**src/rtl/spi_pkg.sv**
```systemverilog
// Frame layout and FSM encoding shared by the SPI controller and memory target.
// Frames are LSB-first: mode bit, then 8 address bits, then 8 data bits on writes.
package spi_pkg;

  localparam int   FRAME_HDR_BITS = 9;
  localparam int   DATA_BITS      = 8;
  localparam logic MODE_WR        = 1'b1;

  typedef enum logic [2:0] {
    IDLE,
    SYNC,
    RX_HDR,
    RX_DATA,
    COMMIT,
    RD_WAIT,
    RD_RDY,
    TX
  } mem_state_t;

endpackage

```
**src/rtl/spi_mem_array.sv**
```systemverilog
// Byte-wide storage for spi_mem.
// Synchronous write, combinational read, every location cleared by rst.
module spi_mem_array #(
  parameter int DEPTH = 32,
  parameter int AW    = 5
) (
  input  logic          clk,
  input  logic          rst,
  input  logic          we_i,
  input  logic [AW-1:0] waddr_i,
  input  logic [7:0]    wdata_i,
  input  logic [AW-1:0] raddr_i,
  output logic [7:0]    rdata_o
);

  logic [7:0] mem_q [DEPTH];

  always_ff @(posedge clk or posedge rst) begin
    if (rst) begin
      for (int i = 0; i < DEPTH; i++) begin
        mem_q[i] <= '0;
      end
    end else if (we_i) begin
      mem_q[waddr_i] <= wdata_i;
    end
  end

  assign rdata_o = mem_q[raddr_i];

endmodule

```
**src/rtl/spi_mem.sv**
```systemverilog
// SPI-style memory target: decodes LSB-first cs/mosi frames, writes the byte
// array, and answers reads with a ready pulse followed by 8 miso bits.
module spi_mem
  import spi_pkg::*;
#(
  parameter int DEPTH    = 32,
  parameter int READ_LAT = 1
) (
  input  logic clk,
  input  logic rst,
  input  logic cs,
  input  logic mosi,
  output logic miso,
  output logic ready,
  output logic op_done,
  output logic addr_err
);

  localparam int AW = (DEPTH > 1) ? $clog2(DEPTH) : 1;

  mem_state_t state_q, state_d;
  logic [3:0] cnt_q, cnt_d;
  logic       mode_q, mode_d;
  logic [7:0] sr_q, sr_d;
  logic [7:0] addr_q, addr_d;
  logic [7:0] lat_q, lat_d;
  logic [7:0] tx_q, tx_d;
  logic       miso_q, miso_d;
  logic       ready_q, ready_d;
  logic       done_q, done_d;
  logic       err_q, err_d;

  logic [7:0] sr_shift;
  logic [7:0] rd_data;
  logic       addr_ok_q, addr_ok_d;
  logic       mem_we;

  assign sr_shift  = {mosi, sr_q[7:1]};
  assign addr_ok_q = (32'(addr_q) < 32'(DEPTH));
  assign addr_ok_d = (32'(addr_d) < 32'(DEPTH));
  assign mem_we    = (state_q == COMMIT) && addr_ok_q;

  spi_mem_array #(
    .DEPTH (DEPTH),
    .AW    (AW)
  ) u_array (
    .clk     (clk),
    .rst     (rst),
    .we_i    (mem_we),
    .waddr_i (addr_q[AW-1:0]),
    .wdata_i (sr_q),
    .raddr_i (addr_q[AW-1:0]),
    .rdata_o (rd_data)
  );

  always_comb begin
    state_d = state_q;
    cnt_d   = cnt_q;
    mode_d  = mode_q;
    sr_d    = sr_q;
    addr_d  = addr_q;
    lat_d   = lat_q;
    tx_d    = tx_q;
    miso_d  = 1'b0;

    case (state_q)
      IDLE: begin
        cnt_d = '0;
        sr_d  = '0;
        if (!cs) state_d = SYNC;
      end
      SYNC: begin
        state_d = cs ? IDLE : RX_HDR;
      end
      RX_HDR: begin
        if (cs) begin
          state_d = IDLE;
          cnt_d   = '0;
          sr_d    = '0;
        end else if (cnt_q == 4'd0) begin
          mode_d = mosi;
          cnt_d  = 4'd1;
        end else begin
          sr_d = sr_shift;
          if (cnt_q == 4'(FRAME_HDR_BITS - 1)) begin
            cnt_d  = '0;
            addr_d = sr_shift;
            if (mode_q == MODE_WR) begin
              state_d = RX_DATA;
            end else begin
              // RD_WAIT leaves on lat_q==1 so ready lands READ_LAT cycles
              // after the last header bit; READ_LAT==1 skips the wait entirely.
              lat_d   = 8'(READ_LAT - 1);
              state_d = (READ_LAT <= 1) ? RD_RDY : RD_WAIT;
            end
          end else begin
            cnt_d = cnt_q + 4'd1;
          end
        end
      end
      RX_DATA: begin
        if (cs) begin
          state_d = IDLE;
          cnt_d   = '0;
          sr_d    = '0;
        end else begin
          sr_d = sr_shift;
          if (cnt_q == 4'(DATA_BITS - 1)) begin
            cnt_d   = '0;
            state_d = COMMIT;
          end else begin
            cnt_d = cnt_q + 4'd1;
          end
        end
      end
      COMMIT: begin
        state_d = IDLE;
      end
      RD_WAIT: begin
        if (lat_q <= 8'd1) begin
          lat_d   = '0;
          state_d = RD_RDY;
        end else begin
          lat_d = lat_q - 8'd1;
        end
      end
      RD_RDY: begin
        tx_d    = addr_ok_q ? rd_data : 8'h00;
        miso_d  = tx_d[0];
        cnt_d   = 4'd1;
        state_d = TX;
      end
      TX: begin
        if (cnt_q == 4'(DATA_BITS)) begin
          cnt_d   = '0;
          state_d = IDLE;
        end else begin
          miso_d = tx_q[cnt_q[2:0]];
          cnt_d  = cnt_q + 4'd1;
        end
      end
      default: state_d = IDLE;
    endcase

    ready_d = (state_d == RD_RDY);
    done_d  = (state_d == COMMIT);
    err_d   = ((state_d == RD_RDY) || (state_d == COMMIT)) && !addr_ok_d;
  end

  always_ff @(posedge clk or posedge rst) begin
    if (rst) begin
      state_q <= IDLE;
      cnt_q   <= '0;
      mode_q  <= 1'b0;
      sr_q    <= '0;
      addr_q  <= '0;
      lat_q   <= '0;
      tx_q    <= '0;
      miso_q  <= 1'b0;
      ready_q <= 1'b0;
      done_q  <= 1'b0;
      err_q   <= 1'b0;
    end else begin
      state_q <= state_d;
      cnt_q   <= cnt_d;
      mode_q  <= mode_d;
      sr_q    <= sr_d;
      addr_q  <= addr_d;
      lat_q   <= lat_d;
      tx_q    <= tx_d;
      miso_q  <= miso_d;
      ready_q <= ready_d;
      done_q  <= done_d;
      err_q   <= err_d;
    end
  end

  assign miso     = miso_q;
  assign ready    = ready_q;
  assign op_done  = done_q;
  assign addr_err = err_q;

endmodule

```
**config.mk**
```make
export PLATFORM = sky130hd
export DESIGN_NAME = spi_mem
export DESIGN_NICKNAME = d
export VERILOG_FILES = /design/src/rtl/spi_pkg.sv /design/src/rtl/spi_mem_array.sv /design/src/rtl/spi_mem.sv
export SDC_FILE = /design/constraint.sdc
export NUM_CORES = 1
export LEC_CHECK = 0
export CAP_MARGIN = 10
export CORE_ASPECT_RATIO = 0.75
export CORE_UTILIZATION = 65
export CTS_CLUSTER_SIZE = 12
export DETAILED_ROUTE_END_ITERATION = 16
export HOLD_SLACK_MARGIN = 0.1
export PLACE_DENSITY = 0.83
export SYNTH_ARGS = -nofsm -noshare
export SYNTH_HDL_FRONTEND = slang
export SYNTH_SLANG_ARGS = --single-unit
```
**constraint.sdc**
```tcl
create_clock -name clk -period 28 [get_ports clk]
set_input_delay 7 -clock clk [delete_from_list [all_inputs] [get_ports clk]]
set_output_delay 7 -clock clk [all_outputs]
set_load 0.005 [all_outputs]
```
==> results of run 1 <==
## through the flow
step	hold WS [ns]	power, W	setup slack [ns]
after floorplan	0.441	0.000483	12.71
after global placement	0.458	0.000493	18.19
after detailed placement	0.460	0.000495	18.16
after CTS	0.468	0.000833	18.74
after global routing	0.488	0.000855	18.38
final	0.472	0.000828	18.71
## power by group
group,switching [W],internal [W],total (W)
Clock,0.000154,0.000187,0.000341
Combinational,0.0000284,0.0000114,0.0000398
Sequential,0.00000962,0.000438,0.000448
Total,0.000192,0.000636,0.000828
## synthesized netlist by cell type, types with 2 or more instances
master,count
inv_1,5
ha_1,4
nand3b_1,2
or2_2,2
a22o_1,8
a21o_1,2
nand2_1,52
a21oi_1,7
nor2_4,2
xnor2_1,2
nand4_1,2
nor3_2,4
nor2_1,31
nor4_1,19
nor3_1,5
o21ai_0,22
nand4b_1,4
or3_1,2
buf_1,6
a211o_1,2
mux2i_1,129
nand4bb_1,6
mux4_2,2
dfrtp_1,300
clkbuf_1,56
buf_2,10
nand2b_1,6
mux2_2,265
nor2b_1,8
o22ai_1,64
or4b_2,4
or4_1,2
nor4b_1,3
nand3_1,13
## layer usage
metal / track usage / share of wire / vias to the layer above / wire [um]
li1: - / - / 3877 / -
met1: 0.452 / 0.43 / 4602 / 14400
met2: 0.477 / 0.44 / 384 / 14600
met3: 0.100 / 0.10 / 77 / 3400
met4: 0.103 / 0.029 / 0 / 971
met5: 0 / 0 / - / 0
## sequential cells by signal (all words and copies together) (netlist names), 3 cells and up
signal         cells
u_array.mem_q    256
cnt_q              4
sr_q               8
addr_q             8
lat_q              8
state_q            3
tx_q               8
## path summary, 6_finish.rpt
path / cells past startpoint / start / slack, ns / end
worst max-delay path: 6 / cs / 18.71 / lat_q[2]$_DFFE_PP0P_
worst min-delay path: 1 / lat_q[7]$_DFFE_PP0P_ / 0.47 / lat_q[7]$_DFFE_PP0P_
worst max register to register: 4 / addr_q[0]$_DFFE_PP0P_ / 24.16 / u_array.mem_q[194]$_DFFE_PP0P_
worst min register to register: 1 / lat_q[7]$_DFFE_PP0P_ / 0.47 / lat_q[7]$_DFFE_PP0P_
max in group asynchronous: 4 / rst / 18.90 / addr_q[0]$_DFFE_PP0P_
min in group asynchronous: 2 / rst / 6.97 / u_array.mem_q[222]$_DFFE_PP0P_
## layout make-up
cell class,instances,area (um^2)
Inverter,5,26.3
Tap cell,282,353
Clock buffer,38,759
Antenna cell,1,2.50
Multi-Input combinational cell,692,6100
Fill cell,1416,5670
Timing Repair Buffer,20,168
Sequential cell,300,7510
Clock inverter,2,13.8
## layout by cell type (no fill, tap or decap), types with 3 or more instances in the layout
master and instances:
a21oi_1 7, a22o_1 8, buf_4 13, clkbuf_1 9
clkbuf_16 29, clkdlybuf4s50_1 7, dfrtp_1 299, ha_1 4
inv_1 4, mux2_2 265, mux2i_1 129, nand2_1 52
nand2b_1 6, nand3_1 13, nand4b_1 4, nand4bb_1 6
nor2_1 31, nor2b_1 8, nor3_1 5, nor3_2 4
nor4_1 19, nor4b_1 3, o21ai_0 22, o22ai_1 64
or4b_2 4
## cell families (layout without fill, tap and decap cells)
kind of cell    count (synthesis)  count (layout)  share of synthesized area
buf+inv                        78              65                     0.0225
compound gates                115             115                     0.0529
fa+ha+maj                       4               4                    0.00359
mux                           396             396                      0.310
simple gates                  175             175                     0.0704
xor+xnor                        2               2                    0.00126
flops                         300             300                      0.539
other cells                     0               1                          0
==> reports/metrics.csv, run 1 <==
metric,value,unit
Final period util,0.332,
post-placement cell area,0.0142,mm^2
top_reg_cell synth,dfrtp_1,
maximum vdd drop,0.0000699,V
layout cell share with drive strength beyond 1,0.310,
Crit. End Element,register,
number of synthesized flops with an enable pin,0,
Post-Syn Area,0.0139,mm^2
cell leakage power,6.67,nW
library cells used by synthesis,53,
CTS tree,yes,
Core Region,0.0206,mm^2
status,"complete, no violations",
clk sink count,300,
detailed placer's ending HPWL,20800,um
post-CTS setup repair buffer count,0,
post-synthesis sequential area ratio,0.539,
vias in the first global route,9079,
CTS root buf,clkbuf_16,
Least-Margin Pin Slew,1.18,ns
First-pass DRT Iterations,5,
first-pass GRT wire length,52900,um
asr flop ratio synth,1.00,
Max Clock Skew,0.0112,ns
Max Freq,0.108,GHz
vias per cell,6.67,
Rows,45,
CP Class,primary input to register,
die area,0.0220,mm^2
nets,1056,
"CTS clk-pin slew, worst paths",0.06,ns
clk_lat worst skew,0.55,ns
Setup Viol. Count Final,0,
Crit path arrival time,9.66,ns
worst slew margin relative to its limit,0.214,
hold_buf cts,0,
ANT nets after route,0,
Post-route DRC,0,
CP peak stage delay,0.83,ns
startpoint type of the worst setup path,primary input,
I/O Buffers,7,
post-cts sizing count,0,
TritonCTS Buffers,29,
Hold Path Class,register to register,
"Data required, critical path",28.38,ns
initial antenna violation count,2,
Initial Util,0.676,
Placed Cells,1299,
H-tree lvl count,1,
"Cell Count, Final, Fillers Out",1340,
ranking of synthesized cells by area,"dfrtp_1 (54%), mux2_2 (21%), mux2i_1 (9.3%)",
I/O pins,8,
Avg Inst Size Synth,13.0,um^2
Final GP Congestion,0.917,
power per cell area,55.5,mW/mm^2
slowest cell on the critical path,nor4b_1,
GRT Total Usage,0.320,
fin. max-slew vios,0,
largest net degree at the start of global routing,116,
Finished Core Util,0.725,
most frequent CP cell,o21ai_0,
post-route minimum period,9.29,ns
final hold vios,0,
Die W,171,um
post-synth net total,1078,
Seq cells post-synth,300,
Synth top area share,0.539,
die height,129,um
RSZ-0062 raised after global routing,false,
crit-path cells,clkdlybuf4s50_1 > nor4b_1 > nand2_1 > o31a_1 > o21ai_0 > o21ai_0,
Final Cell Area,0.0149,mm^2
Gate Count Post-Synth,1070,
max capacitance violation total,0,
Bufs and invs on worst path,1,
WL/cell,24.9,um
cell family with most CP delay,simple AND/OR/NAND/NOR gates,
Max clock buf depth,3,
GRT overflow,0,
DR vias,8940,
Area growth syn-to-layout,7.28,%
Yosys Warn Count,0,
"wirelength, routed",33400,um
Setup TNS,0,ns
Critical Path Fanout Max,11,
Synth area leader,dfrtp_1,
DRT iter0 DRCs,754,
No activity file was read; power rests on OpenSTA's default activity.
==> run 2: changes to the inputs <==
CORE_UTILIZATION = 63   (was 65)
PLACE_DENSITY = 0.8   (was 0.83)
clock period = 9.6 ns   (was 28 ns; I/O delays follow)
==> run 2 against run 1 <==
  * Worst hold slack improved by 0.0083 ns
  * Largest power group unchanged
  * Count of clock-buffer cells in the layout unchanged
  * Setup slack got worse by 14 ns
  * Register-to-register slack got worse by 19 ns
  * Total power increased to 3.0 times the previous value
  * Utilization decreased by 2.5 points
  * Sequential power increased to 2.9 times the previous value
  * Clock power increased to 3.0 times the previous value
  * Die area increased by 3.1%
  * Largest cell class unchanged
  * Flip-flop and latch count unchanged
  * Highest routed layer is now met5
  * Clock skew decreased by 0.0016 ns
==> reports/metrics.csv, run 2 (synthesis gave the netlist of run 1 again) <==
metric,value,unit,change
status,"complete, no violations",,
Max Freq,0.216,GHz,
RSZ-0062 raised after global routing,false,,
First-pass DRT Iterations,5,,unchanged
post-CTS setup repair buffer count,0,,unchanged
vias in the first global route,8724,,-3.9%
# diodes,0,,-1
nets,1057,,+0.095%
busiest layer in global routing,met2,,
initial antenna violation count,1,,-1
switching share of total power,0.230,,-0.00241
die area,0.0227,mm^2,+3.1%
I/O pins,8,,unchanged
worst hold start,tx_q[0]$_DFFE_PP0P_,,
internal power,0.00188,W,+200%
clk_lat worst skew,0.55,ns,about the same
Worst Setup EP,lat_q[7]$_DFFE_PP0P_,,
Least-Margin Pin Slew,1.23,ns,+0.0508 ns
TritonCTS Buffers,29,,unchanged
I/O Buffers,7,,unchanged
Crit. End Element,register,,
grt met1 use,0.443,,-0.00905
"setup slack, reg-to-reg",5.26,ns,-18.90 ns
CP Class,primary input to register,,
largest net degree at the start of global routing,176,,+52%
DR vias,8882,,-0.65%
"commonest non-fill, non-tap cells in the layout","dfrtp_1 (299), mux2_2 (265), mux2i_1 (129)",,
sequential power share,0.534,,-0.007
"CTS clk-pin slew, worst paths",0.06,ns,about the same
CTS tree,yes,,
Final period util,0.483,,
Reg2Reg Depth,7,,+3
post-cts sizing count,0,,unchanged
Setup TNS,0,ns,unchanged
Setup Viol. Count Final,0,,unchanged
Die W,174,um,+1.6%
"commonest non-fill, non-tap cell in the layout",dfrtp_1,,
Post-route DRC,0,,unchanged
Final Cell Area,0.0150,mm^2,+0.36%
"wirelength, routed",32600,um,-2.4%
hold_ws,0.481,ns,+0.00831 ns
CTS root buf,clkbuf_16,,
Layout fillers,1527,,+7.8%
startpoint type of the worst setup path,primary input,,
hold_buf cts,0,,unchanged
Core Region,0.0214,mm^2,+3.9%
Clock Power Share,0.419,,+0.008
GRT Total Usage,0.300,,-0.0202
FF-to-FF Start,addr_q[0]$_DFFE_PP0P_,,
clk sink count,300,,unchanged
Max clock buf depth,3,,unchanged
Tot Pwr,0.00244,W,+200%
DRT iter0 DRCs,761,,+0.93%
"Data required, critical path",10.00,ns,-18.38 ns
maximum vdd drop,0.000146,V,+110%
fin. max-slew vios,0,,unchanged
Sw Pwr,0.000561,W,+190%
worst slew margin relative to its limit,0.180,,-0.0339
Crit path arrival time,5.03,ns,-4.63 ns
die height,131,um,+1.5%
power per cell area,163,mW/mm^2,+190%
Initial Util,0.650,,-0.0254
Comb pwr share,0.047,,about the same
H-tree lvl count,1,,unchanged
area taken by multi-input logic gates,0.00610,mm^2,unchanged
Hold Path Class,register to register,,
Largest register FFs,256,,unchanged
Final GP Congestion,0.871,,-5.0%
WL/cell,24.2,um,-2.8%
FF+latch area,0.00751,mm^2,unchanged
Rows,46,,+2.2%
max capacitance violation total,0,,unchanged
cell leakage power,6.70,nW,+0.36%
GR Util met3,0.0770,,-0.0230
first-pass GRT wire length,51700,um,-2.2%
met2 Use GR,0.445,,-0.0317
post-route minimum period,4.64,ns,
Crit Reg-Reg Endpoint,miso$_DFF_PP0_,,
detailed placer's ending HPWL,20400,um,-1.9%
Area growth syn-to-layout,7.66,%,
GRT overflow,0,,unchanged
Max Clock Skew,0.00968,ns,-0.00157 ns
Top reg by flops,u_array.mem_q,,
CP startpoint,cs,,
Critical Path Fanout Max,11,,unchanged
final hold vios,0,,unchanged
ANT nets after route,0,,unchanged
layout cell share with drive strength beyond 1,0.314,,+0.00378
vias per cell,6.60,,-1.0%
post-placement cell area,0.0142,mm^2,+0.12%
run 2: critical path, cell delays in order:
cell and delay [ns]:
clkdlybuf4s50_1 0.50, nor4b_1 0.81, nand2_1 0.48, o31a_1 0.53, o21ai_0 0.21, o41ai_1 0.10
run 2: stage by stage:
stage,setup slack [ns],cells,utilization
3_5_place_dp,4.39,1305,0.662
5_1_grt,4.65,1345,0.700
6_report,4.96,1345,0.700
3_3_place_gp,4.54,1305,0.662
2_1_floorplan,3.21,1070,-
4_1_cts,4.98,1344,0.700
run 2: final cells by class:
class	count	area share
sequential	300	0.501
inverter	5	0.00150
tap	288	0.0240
clock buffer	38	0.0533
clock inverter	1	0.000584
multi-input combinational	692	0.407
timing repair buffer	21	0.0124
run 2: metal layers:
metal	routed length, um	vias up	part of all wire
met5	13	-	0.00040
li1	-	3908	-
met3	2720	71	0.083
met1	14700	4547	0.45
met4	879	2	0.027
met2	14300	354	0.44
run 2: how the worst min path moves through the flow:
stage                                 to  slack, ns  cells past startpoint
finish               tx_q[0]$_DFFE_PP0P_       0.48                      1
CTS                  tx_q[0]$_DFFE_PP0P_       0.48                      1
global placement     tx_q[0]$_DFFE_PP0P_       0.46                      1
global route         tx_q[0]$_DFFE_PP0P_       0.49                      1
detailed placement   tx_q[0]$_DFFE_PP0P_       0.47                      1
floorplan           lat_q[7]$_DFFE_PP0P_       0.44                      1
run 2: power groups by stage:
stage,logic (W),clock network [W],registers [W]
final,0.000115,0.00102,0.00131
after global routing,0.000131,0.00109,0.00131
after CTS,0.000115,0.00104,0.00130
after detailed placement,0.000115,0,0.00133
after global placement,0.000113,0,0.00133
after floorplan,0.0000950,0,0.00131
